[config.mk]
export PLATFORM = sky130hd
export DESIGN_NAME = smac_seq_engine
export DESIGN_NICKNAME = d
export VERILOG_FILES = /design/src/rtl/smac_pkg.sv /design/src/rtl/smac_plane_popcnt.sv /design/src/rtl/smac_seq_engine.sv
export SDC_FILE = /design/constraint.sdc
export NUM_CORES = 1
export LEC_CHECK = 0
export BUFFER_PORTS_ARGS = -buffer_cell sky130_fd_sc_hd__buf_2
export CORE_UTILIZATION = 40
export CTS_CLUSTER_SIZE = 8
export DETAILED_ROUTE_END_ITERATION = 10
export RECOVER_POWER = 25
export SLEW_MARGIN = 30
export SYNTH_ARGS = -nofsm -noshare
export SYNTH_HDL_FRONTEND = slang
export SYNTH_SLANG_ARGS = --single-unit
[constraint.sdc]
create_clock -name clk -period 10.2 [get_ports clk]
set_input_delay 1.02 -clock clk [delete_from_list [all_inputs] [get_ports clk]]
set_output_delay 1.02 -clock clk [all_outputs]
set_load 0.05 [all_outputs]
[src/rtl/smac_pkg.sv]
// Shared types and width helpers for the bit-serial signed MAC engine.
// Zero-plane skipping is compiled in only when SMAC_ZERO_SKIP_EN is defined.
package smac_pkg;

   typedef enum logic [2:0] {
      S_IDLE = 3'd0,
      S_WGT  = 3'd1,
      S_ACT  = 3'd2,
      S_ACC  = 3'd3,
      S_DONE = 3'd4
   } smac_state_t;

   function automatic int smac_rw(input int m, input int pa, input int pw);
      return $clog2(m) + pa + pw;
   endfunction

   // Width of a counter that must hold values 0..n.
   function automatic int smac_cw(input int n);
      return (n < 1) ? 1 : $clog2(n + 1);
   endfunction

endpackage

[src/rtl/smac_plane_popcnt.sv]
// Combinational popcount of the lane-wise AND of one activation and one weight bit-plane.
module smac_plane_popcnt #(
   parameter int M = 16
) (
   input  logic [M-1:0]         act,
   input  logic [M-1:0]         wei,
   output logic [$clog2(M):0]   cnt
);

   localparam int CW = $clog2(M) + 1;

   // Sum of matching set bits across all lanes.
   always_comb begin
      cnt = '0;
      for (int i = 0; i < M; i++) begin
         cnt = cnt + CW'(act[i] & wei[i]);
      end
   end

endmodule

[src/rtl/smac_seq_engine.sv]
// Bit-serial signed dot-product engine: weight and activation bit-planes arrive MSB-first.
// Optional macro SMAC_ZERO_SKIP_EN bypasses the activation pass for all-zero weight planes.
module smac_seq_engine
   import smac_pkg::*;
#(
   parameter  int M  = 16,
   parameter  int Pa = 8,
   parameter  int Pw = 4,
   localparam int RW = smac_rw(M, Pa, Pw)
) (
   input  logic          clk,
   input  logic          rst_n,
   input  logic [M-1:0]  wei_plane,
   input  logic          wei_valid,
   output logic          wei_ready,
   input  logic [M-1:0]  act_plane,
   input  logic          act_valid,
   output logic          act_ready,
   output logic [RW-1:0] res_data,
   output logic          res_valid,
   input  logic          res_ready,
   output logic          busy
);

   localparam int PCW = $clog2(M) + 1;
   localparam int A1W = $clog2(M) + Pa + 1;
   localparam int AW  = smac_cw(Pa);
   localparam int PW  = smac_cw(Pw);
   localparam logic [AW-1:0] ACNT_LAST = AW'(Pa - 1);
   localparam logic [PW-1:0] PCNT_LAST = PW'(Pw - 1);

   smac_state_t           state_r, state_nx;
   logic [M-1:0]          wplane_r, wplane_nx;
   logic signed [A1W-1:0] acc1_r, acc1_nx;
   logic signed [RW-1:0]  acc2_r, acc2_nx;
   logic [AW-1:0]         acnt_r, acnt_nx;
   logic [PW-1:0]         pcnt_r, pcnt_nx;

   logic [PCW-1:0]        pop_s;
   logic signed [A1W-1:0] pop_ext_s, term_s;
   logic signed [RW-1:0]  acc1_ext_s, acc2_term_s;
   logic                  wei_xfer_s, act_xfer_s;

   smac_plane_popcnt #(.M(M)) u_popcnt (
      .act (act_plane),
      .wei (wplane_r),
      .cnt (pop_s)
   );

   assign wei_xfer_s  = wei_valid & wei_ready;
   assign act_xfer_s  = act_valid & act_ready;
   // The first plane of each operand is the sign plane and is subtracted.
   assign pop_ext_s   = $signed(A1W'(pop_s));
   assign term_s      = (acnt_r == '0) ? -pop_ext_s : pop_ext_s;
   assign acc1_ext_s  = RW'(acc1_r);
   assign acc2_term_s = (pcnt_r == '0) ? -acc1_ext_s : acc1_ext_s;

   // Next-state and datapath update for the plane sequencer.
   always_comb begin
      state_nx  = state_r;
      wplane_nx = wplane_r;
      acc1_nx   = acc1_r;
      acc2_nx   = acc2_r;
      acnt_nx   = acnt_r;
      pcnt_nx   = pcnt_r;
      case (state_r)
         S_IDLE, S_WGT: begin
            if (wei_xfer_s) begin
               wplane_nx = wei_plane;
               acc1_nx   = '0;
               acnt_nx   = '0;
               if (state_r == S_IDLE) begin
                  acc2_nx = '0;
                  pcnt_nx = '0;
               end else begin
                  acc2_nx = acc2_r;
                  pcnt_nx = pcnt_r;
               end
`ifdef SMAC_ZERO_SKIP_EN
               if (wei_plane == '0) begin
                  state_nx = S_ACC;
               end else begin
                  state_nx = S_ACT;
               end
`else
               state_nx = S_ACT;
`endif
            end else begin
               state_nx = state_r;
            end
         end
         S_ACT: begin
            if (act_xfer_s) begin
               acc1_nx = (acc1_r <<< 1) + term_s;
               acnt_nx = acnt_r + AW'(1);
               if (acnt_r == ACNT_LAST) begin
                  state_nx = S_ACC;
               end else begin
                  state_nx = S_ACT;
               end
            end else begin
               state_nx = S_ACT;
            end
         end
         S_ACC: begin
            acc2_nx = (acc2_r <<< 1) + acc2_term_s;
            if (pcnt_r == PCNT_LAST) begin
               state_nx = S_DONE;
            end else begin
               pcnt_nx  = pcnt_r + PW'(1);
               state_nx = S_WGT;
            end
         end
         S_DONE: begin
            if (res_valid && res_ready) begin
               state_nx = S_IDLE;
            end else begin
               state_nx = S_DONE;
            end
         end
         default: begin
            state_nx = S_IDLE;
         end
      endcase
   end

   // State, datapath and registered handshake/result outputs.
   always_ff @(posedge clk) begin
      if (!rst_n) begin
         state_r   <= S_IDLE;
         wplane_r  <= '0;
         acc1_r    <= '0;
         acc2_r    <= '0;
         acnt_r    <= '0;
         pcnt_r    <= '0;
         wei_ready <= 1'b1;
         act_ready <= 1'b0;
         res_valid <= 1'b0;
         res_data  <= '0;
         busy      <= 1'b0;
      end else begin
         state_r   <= state_nx;
         wplane_r  <= wplane_nx;
         acc1_r    <= acc1_nx;
         acc2_r    <= acc2_nx;
         acnt_r    <= acnt_nx;
         pcnt_r    <= pcnt_nx;
         wei_ready <= (state_nx == S_IDLE) || (state_nx == S_WGT);
         act_ready <= (state_nx == S_ACT);
         res_valid <= (state_nx == S_DONE);
         res_data  <= (state_nx == S_DONE) ? acc2_nx : '0;
         busy      <= (state_nx != S_IDLE);
      end
   end

endmodule
* After elaboration in Yosys (flattened, before gate mapping)
Cells that the tools add are included.
** Storage, ports and cells
- Register bits :: 75
- Word-level logic and storage cells :: 98
** Cells by class
- Add/sub/neg operators :: 21
- Equality and inequality tests :: 13
- Muxes and demuxes :: 21
- Bitwise gates (word level) :: 18
- Reduce and logical (&&, ||, !) cells :: 14
** Operators by type and width (number)
- $add A5 B5 Y5 :: 15
- $mux W16 :: 3
- $mux W13 :: 3
- $pmux W16 S2 :: 1
- $pmux W13 S2 :: 1
- $mux W3 :: 7
- $and A1 B1 Y1 :: 18
- $add A16 B16 Y16 :: 1
- $neg A13 Y16 :: 1
- $add A13 B13 Y13 :: 1
- $neg A5 Y13 :: 1
- $eq A3 B2 Y1 const B :: 4
- $pmux W3 S4 :: 1
- $logic_not A3 Y1 :: 3
- $mux W4 :: 2
- $ne A2 B2 Y1 const B :: 4
- $pmux W4 S2 :: 1
- $eq A3 B1 Y1 const B :: 2
- $eq A3 B3 Y1 const B :: 2
- $pmux W3 S2 :: 1
- $add A4 B1 Y4 const B :: 1
- $eq A4 B3 Y1 const B :: 1
- $logic_not A4 Y1 :: 1
- $reduce_and A2 Y1 :: 2
- other kinds (9) :: 10

* Logic depth before layout (Yosys ltp)
- Word-level depth :: 21
- Mapped depth :: 24
- Depth with buffers taken out :: 24

* By module
From an unflattened synthesis, not the netlist that was laid out.
** Unflattened totals
- Cell total of the unflattened synthesis :: 574
- Area total of the unflattened synthesis :: 4870.9 um^2
** By module, submodules not included
- smac_seq_engine :: times used 1, cells each 525, area an instance 4433.0 um^2
- smac_plane_popcnt :: times used 1, cells each 49, area an instance 437.9 um^2

* Least setup slack after synthesis
Ideal clock, no wire load.
- Kind :: in2reg
- Start point :: in act_plane[0]
- End point :: reg acc1_r[11]
- Setup time :: 0.124 ns
- Data arrival time :: 5.912 ns
- Slack :: 4.165 ns
- Cell stages on the path :: 23
- Buffers on the path :: 0
- Cells stage by stage :: and2_1 > fa_1 > inv_1 > fa_1 > fa_1 > inv_1 > fa_1 > ha_1 > inv_1 > fa_1 > ha_1 > nand2_1 > nor2_1 > ha_1 > inv_1 > mux2i_1 > ha_1 > a211oi_1 > a21oi_1 > nor2_1 > o21ai_0 > xnor2_1 > o21ai_0
** Between the ends
- Longest elaborated chain between the ends :: 21
** RTL lines
- from (decl) :: line smac_seq_engine.sv:16 : input logic [M-1:0] act_plane,
- $and A1 B1 Y1 (*) :: line smac_plane_popcnt.sv:16 : cnt = cnt + CW'(act[i] & wei[i]);
- $add A5 B5 Y5 (*) (15 in a row) :: line smac_plane_popcnt.sv:16
- $neg A5 Y13 :: line smac_seq_engine.sv:54 : assign term_s = (acnt_r == '0) ? -pop_ext_s : pop_ext_s;
- $mux W13 (*) :: line smac_seq_engine.sv:54
- $add A13 B13 Y13 (*) :: line smac_seq_engine.sv:94 : acc1_nx = (acc1_r <<< 1) + term_s;
- $mux W13 (*) :: line smac_seq_engine.sv:93 : if (act_xfer_s) begin
- $pmux W13 S2 (*) :: line smac_seq_engine.sv:66 : case (state_r)
- to (signal assigned) :: line smac_seq_engine.sv:144 : acc1_r <= acc1_nx;
- to (decl) :: line smac_seq_engine.sv:34 : logic signed [A1W-1:0] acc1_r, acc1_nx;
Every way passes the cells marked *; elsewhere a longest branch is shown, timed or not. The select of a mux whose other input is x is not followed.
A chain may end at the register's enable or synchronous reset.

* Worst setup path in the final report
Ends and elaborated chain as after synthesis.

==> results <==
- The flow ran to the end, but the final reports show violations.
- The checks that failed: design-rule violations, max-capacitance violations, max-slew violations.
- Across all layers, the routed design uses 4020 vias.
- The initial antenna violation count is 0.
- The most used flip-flop cell after synthesis is sky130_fd_sc_hd__dfxtp_1.
- For the final routed database, the setup TNS stands at 0 ns.
- The mux share of post-synthesis cell area is 1.13%.
- The simple-gate share of the synthesized area is 21.5%.
- In the final design database the tool counted 700 nets.
- In the routed design, unresolved DRC markers number 10.
- The sequential element share of the synthesized area is 31.5%.
- The number of nets produced by synthesis is 654.
- Setup repair after global routing left no endpoint under its margin.
- The HPWL after detailed placement is 8.08 mm.
- The total overflow left after global routing is 0.
- The count of port buffers added during placement is 56.
- The congestion estimate from routability-driven global placement came to 0.908.
- Cells with a size suffix above 1 make up 10.9% of the layout.
- The post-synthesis cell type with the largest combined area is sky130_fd_sc_hd__dfxtp_1.
- The synthesized netlist devotes 19.3% of its cell area to compound gates.
- Counting the buffers created by CTS gives 9.
- STA classifies the critical path startpoint as an input pin.
- The power density of the placed cells is 169 nW/um^2.
- The wire length of the first global-routing pass is 18.5 mm.
- The clock reaches the later pin of the worst-skew pair after 0.35 ns.
- The count of inserted antenna diode cells is 0.
- The setup slack after layout is 4.01 ns.
- For the worst setup path, the data required time is 10.42 ns.
- The synthesis-to-finish area growth is 12.9%.
- The final antenna-violating net count is 0.
- The average instance in the mapped netlist occupies 8.42 um^2.
- The worst ir drop on vdd is 0.0605 mV.
- OpenSTA, run right after detailed placement, puts the worst setup slack at 3.69 ns.
- For the worst setup path, the data arrival time is 6.41 ns.
- The largest buffer count on any clock path is 2.
- The adder and majority gate portion of the synthesized area is 15.3%.
- The cell count after synthesis came out at 566.
- Summed over all layers, the routed wires come to 10.9 mm.
- In this run the biggest area consumer among cell types represents 31.5% of the synthesized area.
- In this run the horizontal extent of the chip is 111 um.
- In the synthesized netlist, the cells that appear most often are 77 x sky130_fd_sc_hd__nand2_1, 75 x sky130_fd_sc_hd__dfxtp_1, 40 x sky130_fd_sc_hd__nor2_1, 39 x sky130_fd_sc_hd__ha_1, 36 x sky130_fd_sc_hd__a21oi_1.
- The clock tree synthesis step divided the H-tree into 3 levels.
- The number of cells in the design after placement is 744.
- The number of detailed-routing iterations run before antenna repair is 7.
- The floorplan step defined a die boundary enclosing 12300 um^2.
- The clock period minus final worst setup slack is 6.19 ns.
- The count of maximum capacitance violations is 1.
- After the flow finishes, the layout carries non-filler instances totaling 760.
- Entering global routing, the biggest net connects 48 pins.
- Post-CTS timing repair inserted 0 buffers for setup.
- TritonCTS built the clock tree.
- The number of pins exceeding their max-slew limit in the final report came to 18.
- The most numerous cell in the Yosys netlist is sky130_fd_sc_hd__nand2_1.
- Setup violations remaining at the end of the flow were counted as 0.
- The post-cts repair resize count is 0.
- The share of the synthesized netlist area taken by xor and xnor gates is 6.91%.
- The total routing usage reported by global routing is 18.7%.
- The area of the mapped netlist is 4760 um^2.
- The mean number of vias per cell is 5.29.
- In this run, synthesis produced a sequential element count of 75.
- The final number of hold-violating endpoints came to 0.
- The critical path is of the input pin to register type.
- In this run, post-CTS hold repair placed 0 buffers.
- The floorplan has 39 rows.
- The starting density of the core is 41.4%.
- By area the synthesized netlist is led by sky130_fd_sc_hd__dfxtp_1 32%, sky130_fd_sc_hd__ha_1 10%, sky130_fd_sc_hd__nand2_1 6.1%, sky130_fd_sc_hd__fa_1 5.0%, sky130_fd_sc_hd__a21oi_1 3.8%.
- The sink count of the clock tree is 75.
- The final critical path takes up 60.6% of the cycle.
- In this run the worst hold path is classified as register to register.
- In this run the worst path has a maximum fanout of 4.
- After detailed routing, the average wire length per cell comes to 14.3 um.
- The Yosys step of the flow raised 0 warnings.
- Based on the critical path, the design can be clocked at up to 162 MHz.
- In this run, the number of DRC markers left after iteration 0 of detailed routing was 253.
- By area, the combinational part of the netlist is dominated by simple AND/OR/NAND/NOR gates.
- The synthesized netlist contains 59 unique library cells.
- The core area is 11500 um^2.
- For this design the top-level I/O count stands at 57.
- The root buffer cell chosen for the clock tree is sky130_fd_sc_hd__clkbuf_16.
- In this run the static leakage power is 0.00232 uW.
- The fraction of registers with async set/reset is 0%.
- The via count of the first global-routing pass is 3909.
- The measured slew at the worst slew-check pin is 1.74 ns.
- The clock skew is 0.0100 ns.
- The worst max-slew margin expressed relative to the limit is -16.7%.
- Clock-pin slew was measured on the worst setup and hold paths at 0.06 ns.
- The height of the die is 111 um.
- Counting flops with a built-in enable in the synthesized netlist gives 0.
- The worst setup path is captured at a register.
==> kinds of logic after synthesis <==
kind of cell,count (synthesis)
AND/OR/NAND/NOR,209
AO/OA/AOI/OAI,137
flip-flops,75
buffers and inverters,53
adder cells (fa/ha/maj),51
XOR/XNOR,36
multiplexers,5
==> routing by layer <==
layer	global-route usage, %	up-vias	part of all wire, %
met1	22.5	1876	46
met3	4.10	14	3.4
met4	8.11	0	1.9
li1	-	2049	-
met2	32.0	81	49
met5	0	-	0
==> critical path, cell delays in order <==
cell and delay, ns:
sky130_fd_sc_hd__buf_2 0.09, sky130_fd_sc_hd__and2_1 0.16, sky130_fd_sc_hd__fa_1 0.53, sky130_fd_sc_hd__inv_1 0.05
sky130_fd_sc_hd__fa_1 0.51, sky130_fd_sc_hd__fa_1 0.55, sky130_fd_sc_hd__inv_1 0.05, sky130_fd_sc_hd__fa_1 0.54
sky130_fd_sc_hd__ha_1 0.18, sky130_fd_sc_hd__inv_1 0.06, sky130_fd_sc_hd__fa_1 0.39, sky130_fd_sc_hd__xor2_1 0.33
sky130_fd_sc_hd__nand2_1 0.10, sky130_fd_sc_hd__nor2_1 0.15, sky130_fd_sc_hd__ha_1 0.25, sky130_fd_sc_hd__inv_1 0.06
sky130_fd_sc_hd__mux2i_1 0.09, sky130_fd_sc_hd__ha_1 0.36, sky130_fd_sc_hd__a211oi_1 0.25, sky130_fd_sc_hd__a21oi_1 0.11
sky130_fd_sc_hd__nor2_1 0.19, sky130_fd_sc_hd__o21ai_0 0.14, sky130_fd_sc_hd__xnor2_1 0.14, sky130_fd_sc_hd__o21ai_0 0.08
==> registers in the layout, summed over array words and instances (netlist names) <==
signal     cells
acc1_r        13
acc2_r        16
acnt_r         4
act_ready      1
busy           1
pcnt_r         3
res_data      16
res_valid      1
state_r        3
wei_ready      1
wplane_r      16
==> placed cells by master (no fill, tap or decap), types with 12 or more instances in the layout <==
cell / n
sky130_fd_sc_hd__nand2_1: 77
sky130_fd_sc_hd__dfxtp_1: 75
sky130_fd_sc_hd__nor2_1: 40
sky130_fd_sc_hd__ha_1: 39
sky130_fd_sc_hd__a21oi_1: 36
sky130_fd_sc_hd__buf_2: 36
sky130_fd_sc_hd__inv_1: 30
sky130_fd_sc_hd__o21ai_0: 25
sky130_fd_sc_hd__nand3_1: 21
sky130_fd_sc_hd__a21boi_0: 21
sky130_fd_sc_hd__clkbuf_1: 21
sky130_fd_sc_hd__and2_1: 19
sky130_fd_sc_hd__xor2_1: 18
sky130_fd_sc_hd__xnor2_1: 17
sky130_fd_sc_hd__nor2b_1: 15
sky130_fd_sc_hd__fa_1: 12
==> final timing paths <==
path	startpoint	endpoint	slack, ns	depth (start not counted)
max	act_plane[0]	acc1_r[11]	4.01	24
min	wplane_r[6]	wplane_r[6]	0.46	2
max reg2reg	wplane_r[0]	acc1_r[11]	4.48	23
min reg2reg	wplane_r[6]	wplane_r[6]	0.46	2
==> through the flow <==
stage / area, um^2 / util [%] / power [uW] / hold WS (ns)
final: 5380 / 46.7 / 908 / 0.457
after floorplan: 4760 / - / 549 / 0.439
after global routing: 5380 / 46.7 / 969 / 0.488
after CTS: 5420 / 47.1 / 919 / 0.463
after global placement: 5140 / 44.6 / 606 / 0.449
after detailed placement: 5140 / 44.7 / 613 / 0.454
==> area by class of cell <==
cell class	instances	area, um^2
clock buffer	11	243
clock inverter	5	36.3
fill	1172	6140
inverter	32	120
multi-input combinational	438	3050
sequential	75	1500
tap	143	179
timing repair buffer	56	255
==> power by group <==
part / internal, uW / switching (uW)
sequential: 301 / 6.35
combinational: 123 / 178
clock: 172 / 129
total: 595 / 313
(Power assumes the default switching activity.)
